## src/rtl/dica_pkg.sv

```systemverilog
// Shared definitions for the hint generator: op codes, FSM states, LFSR constants, op mux.
package dica_pkg;

   localparam logic [2:0] OP_AND  = 3'd0;
   localparam logic [2:0] OP_OR   = 3'd1;
   localparam logic [2:0] OP_NAND = 3'd2;
   localparam logic [2:0] OP_NOR  = 3'd3;
   localparam logic [2:0] OP_XOR  = 3'd4;
   localparam logic [2:0] OP_XNOR = 3'd5;
   localparam logic [2:0] OP_POP  = 3'd6;
   localparam logic [2:0] OP_SNT  = 3'd7;

   localparam logic [7:0] LFSR_POLI    = 8'hB8;
   localparam logic [7:0] LFSR_SEMENTE = 8'hA5;

   localparam int unsigned MAX_W = 16;

   typedef enum logic [1:0] {
      OCIOSO  = 2'd0,
      SORTEIA = 2'd1,
      CALCULA = 2'd2
   } estado_t;

   // Bitwise relation between password and guess, evaluated on MAX_W bits and masked to w bits.
   function automatic logic [MAX_W-1:0] aplica_op(input logic [2:0] op,
                                                  input logic [MAX_W-1:0] s,
                                                  input logic [MAX_W-1:0] t,
                                                  input int unsigned w);
      logic [MAX_W-1:0] r;
      logic [MAX_W-1:0] mascara;
      logic [4:0]       pop;
      mascara = MAX_W'((33'd1 << w) - 33'd1);
      pop     = 5'd0;
      for (int unsigned i = 0; i < MAX_W; i++) begin
         if (i < w && s[i] == t[i]) pop = pop + 5'd1;
      end
      case (op)
         OP_AND:  r = s & t;
         OP_OR:   r = s | t;
         OP_NAND: r = ~(s & t);
         OP_NOR:  r = ~(s | t);
         OP_XOR:  r = s ^ t;
         OP_XNOR: r = ~(s ^ t);
         OP_POP:  r = MAX_W'(pop);
         default: r = s & ~t;
      endcase
      return r & mascara;
   endfunction

   // Forced code (out-of-range maps to 0) or LFSR-based code that never repeats the last one.
   function automatic logic [2:0] escolhe_op(input logic [7:0] lfsr,
                                             input logic       fixa,
                                             input logic [2:0] op_fixa,
                                             input logic       ant_valida,
                                             input logic [2:0] op_ant,
                                             input int unsigned num_ops);
      int unsigned r;
      if (fixa) begin
         r = (32'(op_fixa) < num_ops) ? 32'(op_fixa) : 32'd0;
      end else begin
         r = 32'(lfsr) % num_ops;
         if (num_ops > 32'd1 && ant_valida && r == 32'(op_ant)) r = (r + 32'd1) % num_ops;
      end
      return 3'(r);
   endfunction

endpackage

```

## src/rtl/dica_gerador_if.sv

```systemverilog
// Bus between the game control FSM (master) and the hint generator (slave).
interface dica_gerador_if #(
   parameter int unsigned W  = 7,
   parameter int unsigned CW = 7
);
   logic          nova_rodada;
   logic          pedido;
   logic [CW-1:0] cont;
   logic          usar_fixa;
   logic [2:0]    op_fixa;
   logic [W-1:0]  senha_oculta;
   logic [W-1:0]  tentativa;
   logic [W-1:0]  dica;
   logic [2:0]    operacao;
   logic          dica_valida;
   logic          recusado;
   logic          ocupado;
   logic [3:0]    dicas_restantes;

   modport master (
      output nova_rodada, pedido, cont, usar_fixa, op_fixa, senha_oculta, tentativa,
      input  dica, operacao, dica_valida, recusado, ocupado, dicas_restantes
   );

   modport slave (
      input  nova_rodada, pedido, cont, usar_fixa, op_fixa, senha_oculta, tentativa,
      output dica, operacao, dica_valida, recusado, ocupado, dicas_restantes
   );
endinterface

```

## src/rtl/dica_lfsr.sv

```systemverilog
// 8-bit right-shifting Galois LFSR, steps every cycle unless reloaded.
module dica_lfsr
   import dica_pkg::*;
(
   input  logic       clk,
   input  logic       reset,
   input  logic       carregar,
   input  logic [7:0] semente,
   output logic [7:0] estado
);

   // Reload from the round seed, otherwise advance one step.
   always_ff @(posedge clk or negedge reset) begin
      if (!reset)        estado <= LFSR_SEMENTE;
      else if (carregar) estado <= semente;
      else               estado <= (estado >> 1) ^ (estado[0] ? LFSR_POLI : 8'h00);
   end

endmodule

```

## src/rtl/dica_gerador.sv

```systemverilog
// Clocked hint generator: snapshot, pick an operation, deliver a registered hint within budget.
module dica_gerador
   import dica_pkg::*;
#(
   parameter int unsigned W         = 7,
   parameter int unsigned CW        = 7,
   parameter int unsigned NUM_OPS   = 6,
   parameter int unsigned MAX_DICAS = 3
) (
   input  logic           clk,
   input  logic           reset,
   dica_gerador_if.slave  bus
);

   estado_t      estado;
   logic [W-1:0] s_snap;
   logic [W-1:0] t_snap;
   logic [2:0]   op_sel;
   logic [2:0]   op_ant;
   logic         ant_valida;
   logic [7:0]   lfsr_q;
   logic [2:0]   op_c;
   logic [W-1:0] dica_c;
   logic [7:0]   semente_c;

   dica_lfsr u_lfsr (
      .clk      (clk),
      .reset    (reset),
      .carregar (bus.nova_rodada),
      .semente  (semente_c),
      .estado   (lfsr_q)
   );

   // Operation choice, hint value from the snapshot, and round seed (0 is a dead LFSR state).
   always_comb begin
      op_c      = escolhe_op(lfsr_q, bus.usar_fixa, bus.op_fixa, ant_valida, op_ant, NUM_OPS);
      dica_c    = W'(aplica_op(op_sel, MAX_W'(s_snap), MAX_W'(t_snap), W));
      semente_c = 8'(bus.cont) ^ LFSR_SEMENTE;
      if (semente_c == 8'h00) semente_c = 8'h01;
   end

   // Control FSM with registered outputs; nova_rodada overrides everything.
   always_ff @(posedge clk or negedge reset) begin
      if (!reset) begin
         estado              <= OCIOSO;
         s_snap              <= '0;
         t_snap              <= '0;
         op_sel              <= 3'd0;
         op_ant              <= 3'd0;
         ant_valida          <= 1'b0;
         bus.dica            <= '0;
         bus.operacao        <= 3'd0;
         bus.dica_valida     <= 1'b0;
         bus.recusado        <= 1'b0;
         bus.ocupado         <= 1'b0;
         bus.dicas_restantes <= 4'(MAX_DICAS);
      end else if (bus.nova_rodada) begin
         estado              <= OCIOSO;
         ant_valida          <= 1'b0;
         bus.dica            <= '0;
         bus.operacao        <= 3'd0;
         bus.dica_valida     <= 1'b0;
         bus.recusado        <= 1'b0;
         bus.ocupado         <= 1'b0;
         bus.dicas_restantes <= 4'(MAX_DICAS);
      end else begin
         bus.dica_valida <= 1'b0;
         bus.recusado    <= 1'b0;
         case (estado)
            OCIOSO: begin
               if (bus.pedido) begin
                  if (bus.dicas_restantes != 4'd0) begin
                     s_snap      <= bus.senha_oculta;
                     t_snap      <= bus.tentativa;
                     estado      <= SORTEIA;
                     bus.ocupado <= 1'b1;
                  end else begin
                     bus.recusado <= 1'b1;
                  end
               end
            end
            SORTEIA: begin
               op_sel <= op_c;
               estado <= CALCULA;
            end
            CALCULA: begin
               bus.dica            <= dica_c;
               bus.operacao        <= op_sel;
               op_ant              <= op_sel;
               ant_valida          <= 1'b1;
               bus.dica_valida     <= 1'b1;
               bus.dicas_restantes <= bus.dicas_restantes - 4'd1;
               bus.ocupado         <= 1'b0;
               estado              <= OCIOSO;
            end
            default: begin
               estado      <= OCIOSO;
               bus.ocupado <= 1'b0;
            end
         endcase
      end
   end

endmodule

```

## src/flat_wrapper.sv

```systemverilog
// flat-port wrapper written by rule: the top's interface ports become plain ports
module dica_gerador_flat import dica_pkg::*;
#(
   parameter int unsigned W         = 7,
   parameter int unsigned CW        = 7,
   parameter int unsigned NUM_OPS   = 6,
   parameter int unsigned MAX_DICAS = 3
)
  (clk, reset, bus_nova_rodada, bus_pedido, bus_cont, bus_usar_fixa, bus_op_fixa, bus_senha_oculta, bus_tentativa, bus_dica, bus_operacao, bus_dica_valida, bus_recusado, bus_ocupado, bus_dicas_restantes);
  dica_gerador_if #(.W(W), .CW(CW)) bus_i ();
  input  logic clk;
  input  logic reset;
  input wire logic [$bits(bus_i.nova_rodada)-1:0] bus_nova_rodada;
  input wire logic [$bits(bus_i.pedido)-1:0] bus_pedido;
  input wire logic [$bits(bus_i.cont)-1:0] bus_cont;
  input wire logic [$bits(bus_i.usar_fixa)-1:0] bus_usar_fixa;
  input wire logic [$bits(bus_i.op_fixa)-1:0] bus_op_fixa;
  input wire logic [$bits(bus_i.senha_oculta)-1:0] bus_senha_oculta;
  input wire logic [$bits(bus_i.tentativa)-1:0] bus_tentativa;
  output wire logic [$bits(bus_i.dica)-1:0] bus_dica;
  output wire logic [$bits(bus_i.operacao)-1:0] bus_operacao;
  output wire logic [$bits(bus_i.dica_valida)-1:0] bus_dica_valida;
  output wire logic [$bits(bus_i.recusado)-1:0] bus_recusado;
  output wire logic [$bits(bus_i.ocupado)-1:0] bus_ocupado;
  output wire logic [$bits(bus_i.dicas_restantes)-1:0] bus_dicas_restantes;
  assign bus_i.nova_rodada = bus_nova_rodada;
  assign bus_i.pedido = bus_pedido;
  assign bus_i.cont = bus_cont;
  assign bus_i.usar_fixa = bus_usar_fixa;
  assign bus_i.op_fixa = bus_op_fixa;
  assign bus_i.senha_oculta = bus_senha_oculta;
  assign bus_i.tentativa = bus_tentativa;
  assign bus_dica = bus_i.dica;
  assign bus_operacao = bus_i.operacao;
  assign bus_dica_valida = bus_i.dica_valida;
  assign bus_recusado = bus_i.recusado;
  assign bus_ocupado = bus_i.ocupado;
  assign bus_dicas_restantes = bus_i.dicas_restantes;
  dica_gerador #(.W(W), .CW(CW), .NUM_OPS(NUM_OPS), .MAX_DICAS(MAX_DICAS)) u_core (.clk(clk), .reset(reset), .bus(bus_i));
endmodule
```

## config.mk

```make
export PLATFORM = sky130hd
export DESIGN_NAME = dica_gerador_flat
export DESIGN_NICKNAME = d
export VERILOG_FILES = /design/src/rtl/dica_pkg.sv /design/src/rtl/dica_gerador_if.sv /design/src/rtl/dica_lfsr.sv /design/src/rtl/dica_gerador.sv /design/src/flat_wrapper.sv
export SDC_FILE = /design/constraint.sdc
export NUM_CORES = 1
export LEC_CHECK = 0
export ABC_AREA = 1
export CORE_UTILIZATION = 58
export DETAILED_ROUTE_END_ITERATION = 6
export GPL_TIMING_DRIVEN = 0
export PLACE_DENSITY_LB_ADDON = 0.3
export RECOVER_POWER = 50
export SYNTH_ARGS = -nofsm -noshare
export SYNTH_HDL_FRONTEND = slang
export SYNTH_SLANG_ARGS = --single-unit
```

## constraint.sdc

```tcl
create_clock -name clk -period 6.7 [get_ports clk]
set_input_delay 1.005 -clock clk [delete_from_list [all_inputs] [get_ports clk]]
set_output_delay 1.005 -clock clk [all_outputs]
set_load 0.05 [all_outputs]
```

# == After elaboration in Yosys (flattened, before gate mapping) ==
# Cells that the tools add are included.
# word_totals
register_bits,48
in_bits,29
output_inout_bits,17
elab_cells,101
# classes
add_sub_neg,8
div,2
magnitude_cmp,1
n_eq_ne,19
mux,36
n_bitwise,11
n_reduce_logical,11
# op_table
operator,n
one-hot mux 7 bit (7 select lines),1
adder 32 x 1 -> 32 bit (second input constant),1
equality test 32 x 3 -> 1 bit,1
modulo 32 x 3 -> 32 bit (second input constant),1
modulo 8 x 3 -> 32 bit (second input constant),1
2-to-1 mux 5 bit,6
inverter 7 bit,4
adder 5 x 1 -> 5 bit (second input constant),5
2-to-1 mux 8 bit,3
2-to-1 mux 3 bit,5
bitwise AND 7 bit,2
2-to-1 mux 7 bit,2
2-to-1 mux 1 bit,12
equality test 3 bit (second input constant),3
logical NOT 8 bit,1
2-to-1 mux 4 bit,2
bitwise XOR 7 x 8 -> 8 bit,1
equality test 1 bit,7
OR 7 bit,1
bitwise XOR 7 bit,1
equality test 3 x 2 -> 1 bit (second input constant),2
2-to-1 mux 2 bit,3
AND reduction 2 bit,3
inverter 3 -> 4 bit,1
other kinds (19),19

# == Logic depth before layout (Yosys ltp) ==
# logic_depth
depth_word,17
depth_mapped,51
mapped_depth_nobuf,48

# == Modules after synthesis ==
# Synthesis repeated with hierarchy kept, for this count alone.
# hier_totals
hier_cells,609
hier_area_um2,4142.7
# modules_own_cells
mod,instances,cells_per_inst,area_per_inst_um2,seq_area_each_um2
dica_gerador,1,566,3771.1,1003.5
dica_lfsr,1,43,371.6,205.2

# == Worst setup path before layout ==
# Ideal clock, no wire load.
# synth_path
path_kind,register to register
start,register u_core.u_lfsr.estado[6]
end,register u_core.op_sel[1]
setup_time_ps,122
arrival_ps,4495
required_ps,6578
path_slack_ps,2083
stages_incl_launch_ff,47
path_buffers,3
period_less_slack_ps,4617
path_cell_list,dfrtp_1 > buf_4 > clkbuf_1 > ha_1 > inv_1 > nand2_2 > nand2_2 > nand3_1 > nand2_1 > inv_2 > a21o_1 > nand2_2 > nand3_1 > nand2_1 > nand3_2 > nand2_1 > inv_1 > nand2_2 > [... 11 more ...] > nand3_1 > nand3_2 > nand2_2 > inv_2 > nand2_1 > nand2_2 > nand3_2 > nand2_1 > nand2_1 > nand3_2 > nand2_1 > nand2_1 > nand3_1 > nand3_1 > nand2_1 > nand3_1 > nand2_1 > a21oi_2
# synth_between
elab_chain_cells,5
word_cells_on_any_way,7
classes_between,add/sub: 1; div: 2; eq/ne: 1; mux: 2; reduce/logical: 1
# synth_rtl
item,line,source
"start, declared",dica_lfsr.sv:9,output logic [7:0] estado
"start signal, assigned",dica_lfsr.sv:15,else if (carregar) estado <= semente;
"start signal, assigned",dica_lfsr.sv:16,else estado <= (estado >> 1) ^ (estado[0] ? LFSR_POLI : 8'h00);
modulo 8 x 3 -> 32 bit (*),dica_pkg.sv:61,r = 32'(lfsr) % num_ops;
adder 32 x 1 -> 32 bit / equality test 32 x 3 -> 1 bit (equally long branches),dica_pkg.sv:62,if (num_ops > 32'd1 && ant_valida && r == 32'(op_ant)) r = (r + 32'd1) % num_ops;
modulo 32 x 3 -> 32 bit / logical AND 1 bit (equally long branches),dica_pkg.sv:62,
2-to-1 mux 3 bit (*),dica_pkg.sv:62,
2-to-1 mux 3 bit (*),dica_pkg.sv:58,if (fixa) begin
"end signal, assigned",dica_gerador.sv:83,op_sel <= op_c;
"end, declared",dica_gerador.sv:18,logic [2:0] op_sel;
# Every way passes the cells marked *; elsewhere a longest branch is shown, timed or not.
# A chain may end at the register's enable or synchronous reset.

# == Final worst setup path ==
# Same ends and word-level chain as after synthesis.

==> metrics.yaml <==
dieArea_um2: 7530
synth_cells: 590
synth_simple_gate_area_share_pct: 33.4
synth_most_common_cell: "nand2_1"
final_max_slew_viol_count: 0
rsz0062_at_grt: "no"
skew_ps: 11.4
dp_hpwl_mm: 7.27
setup_viol: 0
p_leak_uw: 0.00252
crit_required_ps: 6890
drc: 0
grt_max_degree: 28
grt_busiest_layer: "met2"
nNetsFinal: 706
cp_max_fo: 10
syn_nets: 653
io_buffers: 45
grt_first_pass_wirelength_mm: 15.8
max_stage_delay_ps: 370
fmax_mhz: 193
crit_slowest_cell: "dfrtp_1"
insertion_delay_ps: 310
firstDrtPassIters: 5
gp_congestion: 0.930
gr-usage-all-layers_pct: 26.2
synth_warnings: 0
core_area_um2: 6870
drive_gt1_share_pct: 10.1
grt_use_met2_pct: 50.9
fp.dieH_um: 86.8
wl_mm: 9.19
cts_resized: 0
std_cell_rows: 30
grt_pass1_vias: 3850
path_class: "flip-flop to flip-flop"
post-route-util_pct: 70.9
synth_flop_cell: "dfrtp_1"
area_growth_pct: 16.9
antennaDiodeCount: 0
overflow: 0
initial_core_util_pct: 60.7
top_level_ports: 46
cts_root_buf: "clkbuf_8"
synth_compound_area_share_pct: 13.4
met3_usage_pct: 2.86
peakVddDrop_uv: 283
cts_tree: "yes"
final-hold-violation-count: 0
crit_top_cell: "nand2_1"
slew_headroom_pct: 5.56
critPathArrivalTime_ps: 5380
synth_top_area_cell: "dfrtp_1"
final.period_utilization_pct: 77.4
viasPerCell: 5.41
synthXorXnorAreaFrac_pct: 3.12
p_per_area_nw_per_um2: 387
synthAdderAreaFrac_pct: 10.2
synthTopCellsByArea: "dfrtp_1 25%, nand2_1 14%, ha_1 10%"
postRouteAntennaNets: 0
yosys-top-cells-count: "152 x nand2_1, 91 x inv_1, 42 x dfrtp_1, 42 x o21ai_0, 41 x nand3_1"
netlist.area_leader.share_pct: 25.2
ys_seq_area_share_pct: 29.0
place_area_um2: 4760
antenna_found_initial: 0
drv_cap: 0
tns_ps: 0
endpoint_kind: "flip-flop"
async_reset_ff_share_pct: 100
use_met1_pct: 29.4
synth_edf_count: 0
period_minus_slack_ps: 5190
clockBufferDepth: 2
synth_top_family_by_area: "simple AND/OR/NAND/NOR gates"
status: "finished, final reports clean"
hold_buffers: 0
wl_per_cell_um: 12.4
synth_cell_types: 43
hold_path_class: "flip-flop to flip-flop"
cts_made_buffers: 5
cts_sinks: 48
synthMuxAreaShare_pct: 0
postCtsSetupRepairBufs: 0
clk_pin_slew_ps: 100
fin_area_um2: 4870
htree_num_levels: 2
syn_avg_cell_area_um2: 7.06
vias: 4004
netlist_area_um2: 4170
drtIter0Drc: 190
die_x_um: 86.8
critPathLaunchType: "flip-flop"
tightest_slew_ps: 1420
synth-seq-cells: 48
power_uw: 1890
worst max-delay path: cells and delay by family, from the launching register on:
family	cells	cell delay, ps
adder cells (fa/ha/maj)	2	490
XOR/XNOR	1	270
flip-flops	1	370
buffers and inverters	9	880
AO/OA/AOI/OAI	2	220
AND/OR/NAND/NOR	32	2840
layout make-up:
cell class / instances / area (um2)
Sequential cell: 48 / 1210
Buffer: 13 / 65.1
Inverter: 102 / 387
Fill cell: 571 / 2000
Clock inverter: 3 / 68.8
Timing Repair Buffer: 46 / 448
Tap cell: 96 / 120
Multi-Input combinational cell: 427 / 2510
Clock buffer: 5 / 68.8
cell families after synthesis:
kind of cell | after synthesis
adder cells (fa/ha/maj) | 34
buffers and inverters | 115
flip-flops | 48
AO/OA/AOI/OAI | 93
AND/OR/NAND/NOR | 286
XOR/XNOR | 14
report_power, final:
part | switching [uW] | internal, uW | total, uW
Sequential | 29.8 | 329 | 359
Clock | 102 | 150 | 253
Combinational | 828 | 446 | 1270
Total | 960 | 925 | 1890
routing by layer:
metal / up-vias / part of all wire, %
met1: 1836 / 42
met5: - / 0
met2: 106 / 52
met3: 19 / 3.1
li1: 2043 / -
met4: 0 / 2.0
worst paths after layout:
kind	startpoint	to	slack, ps	depth (start not counted)
setup / recovery	u_core.u_lfsr.estado[6]$_DFF_PN0_	u_core.op_sel[1]$_DFFE_PN0P_	1510	46
hold / removal	u_core.bus.dica[4]$_DFFE_PN0P_	u_core.bus.dica[4]$_DFFE_PN0P_	490	2
setup reg to reg	u_core.u_lfsr.estado[6]$_DFF_PN0_	u_core.op_sel[1]$_DFFE_PN0P_	1510	46
hold reg to reg	u_core.bus.dica[4]$_DFFE_PN0P_	u_core.bus.dica[4]$_DFFE_PN0P_	490	2
max in group asynchronous	reset	u_core.op_ant[1]$_DFFE_PN0P_	3950	2
min in group asynchronous	reset	u_core.bus.dica[1]$_DFFE_PN0P_	1010	1
registers in the layout, indices dropped and copies added, names as in the netlist, 2 cells and up:
| signal | cells |
|---|---|
| u_core.u_lfsr.estado | 8 |
| u_core.bus.dica | 7 |
| u_core.s_snap | 7 |
| u_core.t_snap | 7 |
| u_core.bus.dicas_restantes | 4 |
| u_core.bus.operacao | 3 |
| u_core.op_ant | 3 |
| u_core.op_sel | 3 |
| u_core.estado | 2 |
cell usage in the layout, fill, tap and decap left out, drive strengths merged:
cell,instances
buf,3
a2111oi,3
and3,1
xor2,10
a31oi,7
nand4,13
o22ai,4
nor3,8
xnor2,4
a21oi,14
o2111ai,3
ha,34
a211oi,1
nand2,164
nor4,2
inv,100
o21ai,45
a21o,1
o221ai,3
nor2,37
clkbuf,17
bufinv,2
nand3,61
a221oi,2
dfrtp,42
dfstp,6
clkinv,3
dlygate4sd3,1
a22oi,2
clkdlybuf4s50,43
o211ai,8
stage by stage:
step                hold slack, ps  setup WS (ps)  cells
CTS                            492           1490    740
detailed placement             470           1530    732
global route                   513            881    740
global placement               466           1710    731
floorplan                      460           2080    590
finish                         488           1510    740
Power figures use the tool's default switching activity.
